### config.mk
export PLATFORM = sky130hd
export DESIGN_NAME = irq_claim_ctrl
export DESIGN_NICKNAME = d
export VERILOG_FILES = /design/src/rtl/irq_claim_ctrl.sv
export SDC_FILE = /design/constraint.sdc
export NUM_CORES = 1
export LEC_CHECK = 0
export ABC_AREA = 1
export BUFFER_PORTS_ARGS = -buffer_cell sky130_fd_sc_hd__buf_2
export CAP_MARGIN = 20
export CELL_PAD_IN_SITES_DETAIL_PLACEMENT = 0
export CELL_PAD_IN_SITES_GLOBAL_PLACEMENT = 2
export CORE_MARGIN = 2
export CORE_UTILIZATION = 31
export CTS_CLUSTER_DIAMETER = 80
export DETAILED_ROUTE_END_ITERATION = 7
export GPL_ROUTABILITY_DRIVEN = 0
export PLACE_DENSITY_LB_ADDON = 0.1
export SYNTH_ARGS = -nofsm -noshare
export SYNTH_HDL_FRONTEND = slang
export SYNTH_SLANG_ARGS = --single-unit
### constraint.sdc
create_clock -name pclk -period 1.75 [get_ports pclk]
set_input_delay 0.0875 -clock pclk [delete_from_list [all_inputs] [get_ports pclk]]
set_output_delay 0.0875 -clock pclk [all_outputs]
set_load 0.01 [all_outputs]
### src/rtl/irq_claim_ctrl.sv
// irq_claim_ctrl: CPU-side claim/complete controller for the 8-source PLIC.
// Turns the priority determiner's winning request into one outstanding CPU
// interrupt with ack/EOI handshake, tracks the in-service source and returns
// a one-cycle clear pulse to that source's pending logic.
module irq_claim_ctrl #(
    parameter int unsigned ACK_TIMEOUT = 255
) (
    input  logic       pclk,
    input  logic       preset_n,
    input  logic       intr_ev,
    input  logic [3:0] vecto_no,
    output logic       cpu_irq,
    output logic [3:0] cpu_vec,
    input  logic       cpu_ack,
    input  logic       cpu_eoi,
    input  logic [3:0] eoi_vec,
    output logic [7:0] irq_clr,
    output logic [7:0] in_service,
    output logic       ack_timeout,
    output logic       eoi_err
);

    localparam int unsigned CNT_W = (ACK_TIMEOUT > 1) ? $clog2(ACK_TIMEOUT) : 1;
    localparam logic [CNT_W-1:0] CNT_LAST = CNT_W'(ACK_TIMEOUT - 1);

    typedef enum logic [1:0] {
        IDLE = 2'd0,
        QUAL = 2'd1,
        REQ  = 2'd2,
        SERV = 2'd3
    } state_t;

    state_t           state_q, state_d;
    logic [3:0]       cap_q, cap_d;
    logic [CNT_W-1:0] cnt_q, cnt_d;
    logic             cpu_irq_q, cpu_irq_d;
    logic [3:0]       cpu_vec_q, cpu_vec_d;
    logic [7:0]       irq_clr_q, irq_clr_d;
    logic [7:0]       in_service_q, in_service_d;
    logic             ack_timeout_q, ack_timeout_d;
    logic             eoi_err_q, eoi_err_d;

    // Vectors 1..8 name IRQ0..IRQ7; everything else is not a real source.
    function automatic logic vec_valid(input logic [3:0] v);
        return (v >= 4'd1) && (v <= 4'd8);
    endfunction

    // One-hot source mask for a valid vector (bit v-1).
    function automatic logic [7:0] vec_onehot(input logic [3:0] v);
        logic [2:0] idx;
        idx = 3'(v - 4'd1);
        return 8'h01 << idx;
    endfunction

    // State, capture, counter and registered outputs.
    always_ff @(posedge pclk or negedge preset_n) begin
        if (!preset_n) begin
            state_q       <= IDLE;
            cap_q         <= '0;
            cnt_q         <= '0;
            cpu_irq_q     <= 1'b0;
            cpu_vec_q     <= '0;
            irq_clr_q     <= '0;
            in_service_q  <= '0;
            ack_timeout_q <= 1'b0;
            eoi_err_q     <= 1'b0;
        end else begin
            state_q       <= state_d;
            cap_q         <= cap_d;
            cnt_q         <= cnt_d;
            cpu_irq_q     <= cpu_irq_d;
            cpu_vec_q     <= cpu_vec_d;
            irq_clr_q     <= irq_clr_d;
            in_service_q  <= in_service_d;
            ack_timeout_q <= ack_timeout_d;
            eoi_err_q     <= eoi_err_d;
        end
    end

    // Next-state and next-output logic; outputs follow the next state so the
    // CPU sees them in the same cycle the FSM occupies the new state.
    always_comb begin
        state_d       = state_q;
        cap_d         = cap_q;
        cnt_d         = cnt_q;
        irq_clr_d     = '0;
        ack_timeout_d = 1'b0;
        eoi_err_d     = 1'b0;

        case (state_q)
            IDLE: begin
                if (intr_ev && vec_valid(vecto_no)) begin
                    cap_d   = vecto_no;
                    state_d = QUAL;
                end
            end
            QUAL: begin
                // The determiner holds a changed vector one cycle; only a
                // repeated vector is believed.
                if (intr_ev && (vecto_no == cap_q)) begin
                    state_d = REQ;
                    cnt_d   = '0;
                end else if (intr_ev && vec_valid(vecto_no)) begin
                    cap_d = vecto_no;
                end else begin
                    state_d = IDLE;
                    cap_d   = '0;
                end
            end
            REQ: begin
                // Ack on the terminal count still wins over the timeout.
                if (cpu_ack) begin
                    state_d   = SERV;
                    irq_clr_d = vec_onehot(cap_q);
                end else if (cnt_q == CNT_LAST) begin
                    state_d       = IDLE;
                    cap_d         = '0;
                    ack_timeout_d = 1'b1;
                end else begin
                    cnt_d = cnt_q + CNT_W'(1);
                end
            end
            SERV: begin
                if (cpu_eoi) begin
                    if (eoi_vec == cap_q) begin
                        state_d = IDLE;
                        cap_d   = '0;
                    end else begin
                        eoi_err_d = 1'b1;
                    end
                end
            end
            default: begin
                state_d = IDLE;
                cap_d   = '0;
            end
        endcase

        // Nothing is in service outside SERV, so any EOI there is spurious.
        if (cpu_eoi && (state_q != SERV)) begin
            eoi_err_d = 1'b1;
        end

        cpu_irq_d    = (state_d == REQ);
        cpu_vec_d    = ((state_d == REQ) || (state_d == SERV)) ? cap_d : 4'd0;
        in_service_d = (state_d == SERV) ? vec_onehot(cap_d) : 8'h00;
    end

    assign cpu_irq     = cpu_irq_q;
    assign cpu_vec     = cpu_vec_q;
    assign irq_clr     = irq_clr_q;
    assign in_service  = in_service_q;
    assign ack_timeout = ack_timeout_q;
    assign eoi_err     = eoi_err_q;

endmodule

==> results_dict.tcl, run 1 <==
set metrics [dict create \
    synthCells 210 \
    core_area_um2 5510 \
    synth_xor_xnor_area_share 0.0197 \
    die-area_um2 6350 \
    dp_cells 328 \
    htreeDepth 2 \
    yosysTopAreaCell "dfrtp_1" \
    die_height_um 79.7 \
    cts_tree "yes" \
    multiInputGateArea_um2 767 \
    post-route-util 0.425 \
    regToRegSetupSlack_ps 90 \
    yosys_warnings 0 \
    peakVddDrop_mv 0.681 \
    remaining_drc_errors 0 \
    max_cap_viol_count 0 \
    pwr-share-comb 0.369 \
    synth_top_family_by_area "simple AND/OR/NAND/NOR gates" \
    layout_commonest_cell "nand2_1" \
    cts_max_path_buffers 2 \
    syn_area_per_cell_um2 8.45 \
    fin_nets 281 \
    p_switching_mw 1.16 \
    synth-compound-area-share 0.0437 \
    synthSimpleGateAreaFrac 0.325 \
    crit_type "flip-flop to flip-flop" \
    synthArstFlopShare 1.00 \
    path_clk_slew_ps 70 \
    drtIter0Drc 45 \
    ys.flop_type "dfrtp_1" \
    grt_pass1_wl_um 6830 \
    period_share 0.948 \
    syn_area_um2 1780 \
    initial_core_util 0.322 \
    yosysSeqAreaShare 0.521 \
    synth_top_area_share 0.521 \
    via_per_inst 4.35 \
    grt_pass1_vias 1486 \
    ys_seq_elements 37 \
    switching_share 0.369 \
    dpl-instance-area_um2 2120 \
    hold_path_class "input port to flip-flop" \
    io_pins 36 \
    hold_viol 0 \
    wire_per_inst_um 11.6 \
    rsz0062_at_grt "yes" \
    r2r_cells 12 \
    grt_max_degree 38 \
    finalNonFillerCells 339 \
    synth_edf_count 0 \
    setup_viol 0 \
    fin_area_um2 2340 \
    synthToLayoutAreaGrowth_pct 31.9 \
    min_period_ps 1660 \
    cts_root_buffer "clkbuf_8" \
    p_clk_frac 0.272 \
    antenna_cells 0 \
    p_int_mw 1.98 \
    crit_fanout 5 \
    wl_um 3920 \
    power_density_nw_per_um2 1340 \
    syn_nets 225 \
    p_leak_nw 1.29 \
    num_rows 27 \
    fill_cells 577 \
    clk_latency_ps 280 \
    yosysUniqueCellTypes 26 \
    fmax_ghz 0.603 \
    dp_hpwl_um 3010 \
    worst_clock_skew_ps 7.35 \
    grt_usage 0.140 \
    status "finished, final reports clean" \
    synth.area.top_cells "dfrtp_1 52%, nand2_1 12%, inv_1 6.3%" \
    die_x_um 79.7 \
    worstPathRequired_ps 1960 \
    end_kind "flip-flop" \
    synthMuxAreaShare 0 \
    maxSlewHeadroom 0.698 \
    seqPwrFrac 0.359 \
    antenna_left 0 \
    dr.pass1.iters 4 \
    final_cell_mix "49 x nand2_1, 35 x dfrtp_1, 35 x buf_2" \
    numCtsBuffers 5 \
    antenna_found_initial 0 \
    cts_sinks 37 \
    drive_gt1_frac 0.337 \
    slew_viol_final 0 \
    crit_arrival_ps 1870 \
    start_kind "flip-flop" \
    tightest_slew_ps 453 \
    yosys.area_share.adder 0.0141 \
    grt_overflow 0 \
    regArea_um2 928 \
    setup_tns_ps 0 \
    min_delay_path_depth 2 \
    port_buffers 35 \
    routed-via-count 1473 \
]
## cell families (layout without fill, tap and decap cells)
group           count (synthesis)  after routing
compound gates                 13             13
xor+xnor                        4              4
fa+ha+maj                       2              2
buf+inv                        35             92
flops                          37             37
simple gates                  119            119
## worst paths after layout
path / from / to
max in group asynchronous: preset_n / cap_q[1]
min reg2reg: cap_q[3] / cpu_vec[3]
min in group asynchronous: preset_n / ack_timeout
max reg2reg: cnt_q[0] / in_service[4]
min: cpu_ack / ack_timeout
max: cnt_q[0] / in_service[4]
## what timing repair did
action / 4_1_cts / 5_1_grt
buffers inserted: 0 / 2
setup endpoints to repair: 0 / 11
hold buffers: 1 / 0
hold endpoints to repair: 37 / 0
resized for setup: 0 / 19
## power groups by stage
| stage | clock, mW | combinational [mW] | sequential [mW] |
|---|---|---|---|
| final | 0.854 | 1.16 | 1.13 |
| after global routing | 0.919 | 1.31 | 1.16 |
| after CTS | 0.885 | 1.08 | 1.12 |
| after detailed placement | 0 | 1.07 | 1.14 |
| after global placement | 0 | 1.08 | 1.14 |
| after floorplan | 0 | 0.697 | 1.13 |
## critical path, cell delays in order, from the launching register on
cell     delay (ps)
dfrtp_1         380
inv_1            60
ha_2            170
inv_2            30
nor2_2           80
nand2_2          90
o21ai_4         190
nand3_4         140
nand2_4         100
nand2_4          70
nor2_4           90
nand2_1          80
nor2_1          110
## sequential cells by signal, summed over array words and instances (netlist names)
| register | count |
|---|---|
| state_q | 2 |
| cap_q | 4 |
| cpu_vec | 4 |
| ack_timeout | 1 |
| irq_clr | 8 |
| eoi_err | 1 |
| cnt_q | 8 |
| in_service | 8 |
| cpu_irq | 1 |
## per-stage QoR
stage	hold WS [ps]	setup WS [ps]	total power, mW
finish	36.1	91.8	3.14
global placement	156	63.5	2.22
CTS	4.28	66.8	3.08
detailed placement	161	87.9	2.21
floorplan	-208	234	1.82
global route	39.9	-26.8	3.39
## Yosys cell counts, types with 2 or more instances
cell type,instances
xor2_1,4
nand2_4,2
nor4_1,6
nor2_1,22
nor3_1,6
o21ai_0,5
o31ai_1,3
nand3_1,14
nand2_2,5
inv_1,30
inv_2,3
nor2_2,3
nor2_4,2
nand2_1,55
ha_1,2
dfrtp_1,37
a21oi_1,2
## final cells by class
cell class	instances	area share
Tap cell	72	0.0385
Multi-Input combinational cell	138	0.328
Clock inverter	3	0.0278
Inverter	34	0.0545
Clock buffer	5	0.0294
Sequential cell	37	0.397
Timing Repair Buffer	50	0.126
## routing by layer
layer	part of all wire	vias to the layer above	wire length [um]	global-route usage
met1	0.49	671	1900	0.186
met3	0.050	4	197	0.0385
met2	0.46	28	1790	0.226
met5	0	-	0	0
met4	0.0069	0	27	0.0310
li1	-	770	-	-
(Power assumes the default switching activity.)
==> inputs of run 2 (changes only) <==
- ABC_AREA: 1 -> unset
- ABC_CLOCK_PERIOD_IN_PS: unset -> 1750
- CORE_UTILIZATION: 31 -> 36
- CTS_BUF_LIST: unset -> sky130_fd_sc_hd__clkbuf_8
==> run 2 against run 1 <==
  * The run now ends with setup timing left
  * Count of clock-buffer cells in the layout grew 2
  * Largest cell class unchanged
  * Total power grew 27%
  * Critical path depth shrank 6
  * Sequential power grew 4%
  * Die area shrank 19%
  * Register-to-register slack lost 620 ps
  * Critical endpoint is now cnt_q[4]
==> results_dict.tcl, run 2 <==
set metrics [dict create \
    switching_share 0.360 \
    antenna_cells 0 \
    seqPwrFrac 0.294 \
    crit_type "flip-flop to flip-flop" \
    synth_edf_count 0 \
    end_kind "flip-flop" \
    slew_viol_final 0 \
    grt_usage 0.179 \
    fin_nets 241 \
    dp_hpwl_um 2810 \
    grt_pass1_wl_um 6930 \
    crit_fanout 3 \
    drive_gt1_frac 0.502 \
    yosysSeqAreaShare 0.564 \
    synth_common_cells "37 x dfrtp_1, 14 x nor2_1, 6 x nand2b_1, 6 x nand3_1, 6 x xor2_1" \
    min_period_ps 2280 \
    syn_area_per_cell_um2 11.4 \
    htreeDepth 2 \
    wire_per_inst_um 14.8 \
    dp_cells 259 \
    max_cap_viol_count 0 \
    pwr-share-comb 0.543 \
    period_share 1.30 \
    p_switching_mw 1.44 \
    finalNonFillerCells 279 \
    path_clk_slew_ps 70 \
    antenna_found_initial 0 \
    synthArstFlopShare 1.00 \
    die_height_um 71.5 \
    cts_max_path_buffers 2 \
    yosysUniqueCellTypes 40 \
    tightest_slew_ps 816 \
    peakVddDrop_mv 0.666 \
    crit_end "cnt_q[4]" \
    fin_ws_ps -532 \
    grt_pass1_vias 1432 \
    synthToLayoutAreaGrowth_pct 52.9 \
    cts_tree "yes" \
    numCtsBuffers 5 \
    antenna_left 0 \
    p_int_mw 2.55 \
    synth.area.top_cells "dfrtp_1 56%, nor2_1 3.2%, xor2_1 3.2%" \
    layout_commonest_cell "dfrtp_1" \
    ys.flop_type "dfrtp_1" \
    yosys_warnings 0 \
    synthCells 144 \
    cts_root_buffer "clkbuf_8" \
    status "finished with violations" \
    hold_path_class "input port to flip-flop" \
    final_cell_mix "37 x dfrtp_1, 35 x buf_2, 33 x buf_4" \
    syn_nets 159 \
    wl_um 4140 \
    yosysTopAreaCell "dfrtp_1" \
    start_kind "flip-flop" \
    slowest_delay_ps 530 \
    port_buffers 35 \
    reg2reg_from "cap_q[0]" \
    crit_top_cell "or4b_4" \
    routed-via-count 1393 \
    setup_viol 26 \
    fmax_ghz 0.438 \
    crit_arrival_ps 2500 \
    io_pins 36 \
    slowest_stage "or4b_4" \
    cts_sinks 37 \
    violations "setup timing" \
    drtIter0Drc 37 \
    die_x_um 71.5 \
    worstPathRequired_ps 1970 \
    r2r_cells 6 \
    die-area_um2 5120 \
    synth_top_area_share 0.564 \
    core_area_um2 4380 \
    p_total_mw 3.99 \
    syn_area_um2 1640 \
    grt_overflow 0 \
    setup_tns_ps -7040 \
    worstPathCellList "xor2_1 > or4b_4 > a2bb2oi_2 > or4b_4 > or3_1 > a21oi_2" \
    clk_latency_ps 290 \
    regToRegSetupSlack_ps -530 \
    p_clk_frac 0.163 \
    ys_seq_elements 37 \
    rsz0062_at_grt "yes" \
    p_leak_nw 1.25 \
    synth_most_common_cell "dfrtp_1" \
    power_density_nw_per_um2 1590 \
    initial_core_util 0.374 \
    via_per_inst 4.99 \
    dr.pass1.iters 4 \
    remaining_drc_errors 0 \
    grt_max_degree 38 \
    maxSlewHeadroom 0.456 \
    cp-startpoint "cap_q[0]" \
    num_rows 24 \
    hold_viol 0 \
    hold_ws_ps 35.3 \
    worst_clock_skew_ps 9.96 \
    r2r-end "cnt_q[4]" \
]
-- run 2: cell types whose count changed after synthesis, moves of 6 or more --
cell,before,now
inv_1,30,4
nand2_1,55,5
nand2b_1,0,6
nand3_1,14,6
nor2_1,22,14
-- run 2: metal layers --
layer | track usage | part of all wire | routed length [um] | vias up
met4 | 0.0839 | 0.024 | 100 | 0
met3 | 0.0478 | 0.041 | 168 | 12
li1 | - | - | - | 675
met1 | 0.223 | 0.43 | 1780 | 672
met5 | 0 | 0 | 0 | -
met2 | 0.288 | 0.51 | 2100 | 34
-- run 2: area by class of cell --
cell class,instances,area [um2]
Clock buffer,7,96.3
Clock inverter,1,5.00
Fill cell,380,1870
Inverter,4,15.0
Multi-Input combinational cell,100,856
Sequential cell,37,926
Tap cell,52,65.1
Timing Repair Buffer,78,547
-- run 2: worst min path at each step --
stage,cells after the start,from,slack (ps),to
after floorplan,0,preset_n,-210,ack_timeout
after global placement,1,preset_n,220,irq_clr[5]
after detailed placement,1,preset_n,230,irq_clr[6]
after CTS,3,cpu_eoi,30,eoi_err
after global routing,3,cpu_eoi,40,eoi_err
final,3,cpu_eoi,40,eoi_err
-- run 2: power by group through the flow --
| stage | registers [mW] | clock network [mW] | logic (mW) |
|---|---|---|---|
| 2_1_floorplan | 1.28 | 0 | 0.751 |
| 3_3_place_gp | 1.18 | 0 | 1.51 |
| 3_5_place_dp | 1.19 | 0 | 1.52 |
| 4_1_cts | 1.17 | 0.670 | 2.09 |
| 5_1_grt | 1.20 | 0.708 | 2.34 |
| 6_report | 1.17 | 0.652 | 2.17 |
-- run 2: cells by family (layout without fill, tap and decap cells) --
group                    count (synthesis)  count (layout)  synth area share
AO/OA/AOI/OAI                           17              19            0.0777
flip-flops                              37              37             0.564
AND/OR/NAND/NOR                         67              67             0.245
adder cells (fa/ha/maj)                  2               2            0.0152
XOR/XNOR                                11              11            0.0633
buffers and inverters                    9              90            0.0282
multiplexers                             1               1           0.00610
-- run 2: through the flow --
step | setup WS, ps | util | cell area (um2)
2_1_floorplan | -525 | - | 1640
3_3_place_gp | -446 | 0.479 | 2100
3_5_place_dp | -504 | 0.479 | 2100
4_1_cts | -504 | 0.563 | 2470
5_1_grt | -660 | 0.572 | 2510
6_report | -532 | 0.572 | 2510
-- run 2: what timing repair did --
item	in CTS	in global routing
hold endpoints to repair	37	0
resized for setup	33	10
pin swaps	10	15
buffers inserted	7	4
hold buffers	1	0
setup endpoints to repair	26	27
gates cloned	2	1
-- run 2: worst max-delay path: cells and delay by family, from the launching register on --
family                    cells  cell delay [ps]
AOI/OAI and AO/OA             2              290
xor gates and xnor gates      1              160
DFF                           1              390
and+or+nand+nor               3             1370
==> inputs of run 3 (changes only) <==
- GPL_TIMING_DRIVEN: unset -> 0
==> run 3 against run 2 <==
  * The flow still finishes with violations (setup timing)
  * Combinational power down 9.7%
  * Critical path depth rose by 1
  * Utilization shrank 1.9 points
  * Critical path type unchanged
  * Global-route usage fell by 1.5 points
  * Total power is 4.1% lower
  * Largest cell class unchanged
  * Die area stayed put
  * Count of clock-buffer cells in the layout is the same
  * Non-clock buffer count is 15 lower
  * Highest routed layer unchanged
  * Register-to-register slack lost 70 ps
  * Hold slack worse by 21 ps
  * Sequential share of layout area rose by 1.4 points
==> results_dict.tcl, run 3 (synthesized netlist as in run 2, its figures left out) <==
set metrics [dict create \
    antenna_cells 0 \
    setup_viol 26 \
    wirelength_met1_um 1790 \
    remaining_drc_errors 0 \
    peakVddDrop_mv 0.583 \
    fill_cells 392 \
    initial_core_util 0.374 \
    routed-via-count 1316 \
    reg2reg_from "cap_q[2]" \
    core_area_um2 4380 \
    synthToLayoutAreaGrowth_pct 47.9 \
    cts_sinks 37 \
    max_cap_viol_count 0 \
    numCtsBuffers 5 \
    cts_root_buffer "clkbuf_8" \
    slowest_stage "or4b_4" \
    period_share 1.34 \
    slowest_delay_ps 510 \
    htreeDepth 2 \
    violations "setup timing" \
    layout_commonest_cell "buf_2" \
    cts_tree "yes" \
    r2r-end "cnt_q[6]" \
    worstPathRequired_ps 1970 \
    slew_viol_final 0 \
    fin_ws_ps -600 \
    power_density_nw_per_um2 1580 \
    highest_layer "met4" \
    grt_pass1_wl_um 6440 \
    crit_top_cell "or4b_4" \
    crit_type "flip-flop to flip-flop" \
    hold_path_class "input port to flip-flop" \
    antenna_left 0 \
    cp-startpoint "cap_q[2]" \
    wl_met2_um 2010 \
    crit_fanout 4 \
    grt_usage 0.163 \
    p_total_mw 3.83 \
    grt_pass1_vias 1340 \
    fin_nets 226 \
    final_cell_mix "36 x buf_2, 35 x dfrtp_1, 20 x buf_4" \
    die_x_um 71.5 \
    port_buffers 35 \
    clk_latency_ps 280 \
    regToRegSetupSlack_ps -600 \
    antenna_found_initial 0 \
    p_leak_nw 1.18 \
    cts_max_path_buffers 2 \
    tightest_slew_ps 816 \
    hold_viol 0 \
    worstPathCellList "buf_6 > xnor2_2 > or4b_4 > a2bb2oi_4 > or4b_4 > or3_4 > a21oi_2" \
    multiInputGateArea_um2 901 \
    path_clk_slew_ps 70 \
    drive_gt1_frac 0.481 \
    crit_arrival_ps 2570 \
    wl_met3_um 168 \
    maxSlewHeadroom 0.456 \
    min_period_ps 2350 \
    grt_max_degree 38 \
    grt_overflow 0 \
    drtIter0Drc 69 \
    die-area_um2 5120 \
    via_per_inst 4.98 \
    die_height_um 71.5 \
    io_pins 36 \
    rsz0062_at_grt "yes" \
    crit_end "cnt_q[6]" \
    wl_um 4000 \
    start_kind "flip-flop" \
    hold_ws_ps 14.1 \
    wire_per_inst_um 15.1 \
    worst_clock_skew_ps 1.98 \
    num_rows 24 \
    fmax_ghz 0.426 \
    dr.pass1.iters 4 \
    dp_hpwl_um 2440 \
    r2r_cells 7 \
    regArea_um2 928 \
    end_kind "flip-flop" \
    status "finished with violations" \
]
[run 3: cell count changes in the layout (fill, tap and decap cells not counted), sizes merged]
cell and change:
buf -15
[run 3: repair_timing]
action | 4_1_cts | 5_1_grt
pin swaps | 9 | 14
setup endpoints to repair | 26 | 27
gates resized for setup | 28 | 16
hold endpoints to repair | 37 | 0
hold buffers | 1 | 0
setup buffers | 16 | 12
gates cloned | 1 | 1
[run 3: critical path, delay by kind of cell (launching register included)]
family                 cells  cell delay [ps]
XOR/XNOR                   1              130
buffers and inverters      1              130
AO/OA/AOI/OAI              2              290
AND/OR/NAND/NOR            3             1350
flip-flops                 1              370
[run 3: worst min path at each step]
stage          slack [ps]  startpoint          end  cells after the start
5_1_grt                30     cpu_ack  ack_timeout                      2
6_report               10     cpu_ack  ack_timeout                      2
2_1_floorplan        -210    preset_n  ack_timeout                      0
3_5_place_dp          230    preset_n   irq_clr[0]                      1
3_3_place_gp          220    preset_n   irq_clr[5]                      1
4_1_cts                10     cpu_ack  ack_timeout                      2
[run 3: where the power goes]
part           internal, mW  switching, mW  leakage [nW]
clock                 0.356          0.297        0.0542
combinational         0.955           1.01         0.632
sequential             1.08          0.134         0.493
[run 3: stage by stage]
stage                      util  setup TNS, ps  std cells  instance area, um2  worst slack (ps)
after floorplan               -          -3120        144                1640              -525
after global placement    0.430          -8150        231                1880              -754
final                     0.554          -7540        264                2430              -600
after detailed placement  0.430          -7840        231                1880              -755
after global routing      0.554          -9630        264                2430              -691
after CTS                 0.516          -8170        255                2260              -623
[run 3: routing by layer]
metal	up-vias	GRT usage
li1	642	-
met1	643	0.203
met2	26	0.278
met3	5	0.0436
met4	0	0.0503
met5	-	0
[run 3: area by class of cell]
| class | instances | area share |
|---|---|---|
| sequential | 37 | 0.382 |
| multi-input combinational | 100 | 0.371 |
| timing repair buffer | 60 | 0.160 |
| clock buffer | 7 | 0.0397 |
| tap | 52 | 0.0268 |
| buffer | 3 | 0.0113 |
| inverter | 4 | 0.00619 |
| clock inverter | 1 | 0.00206 |
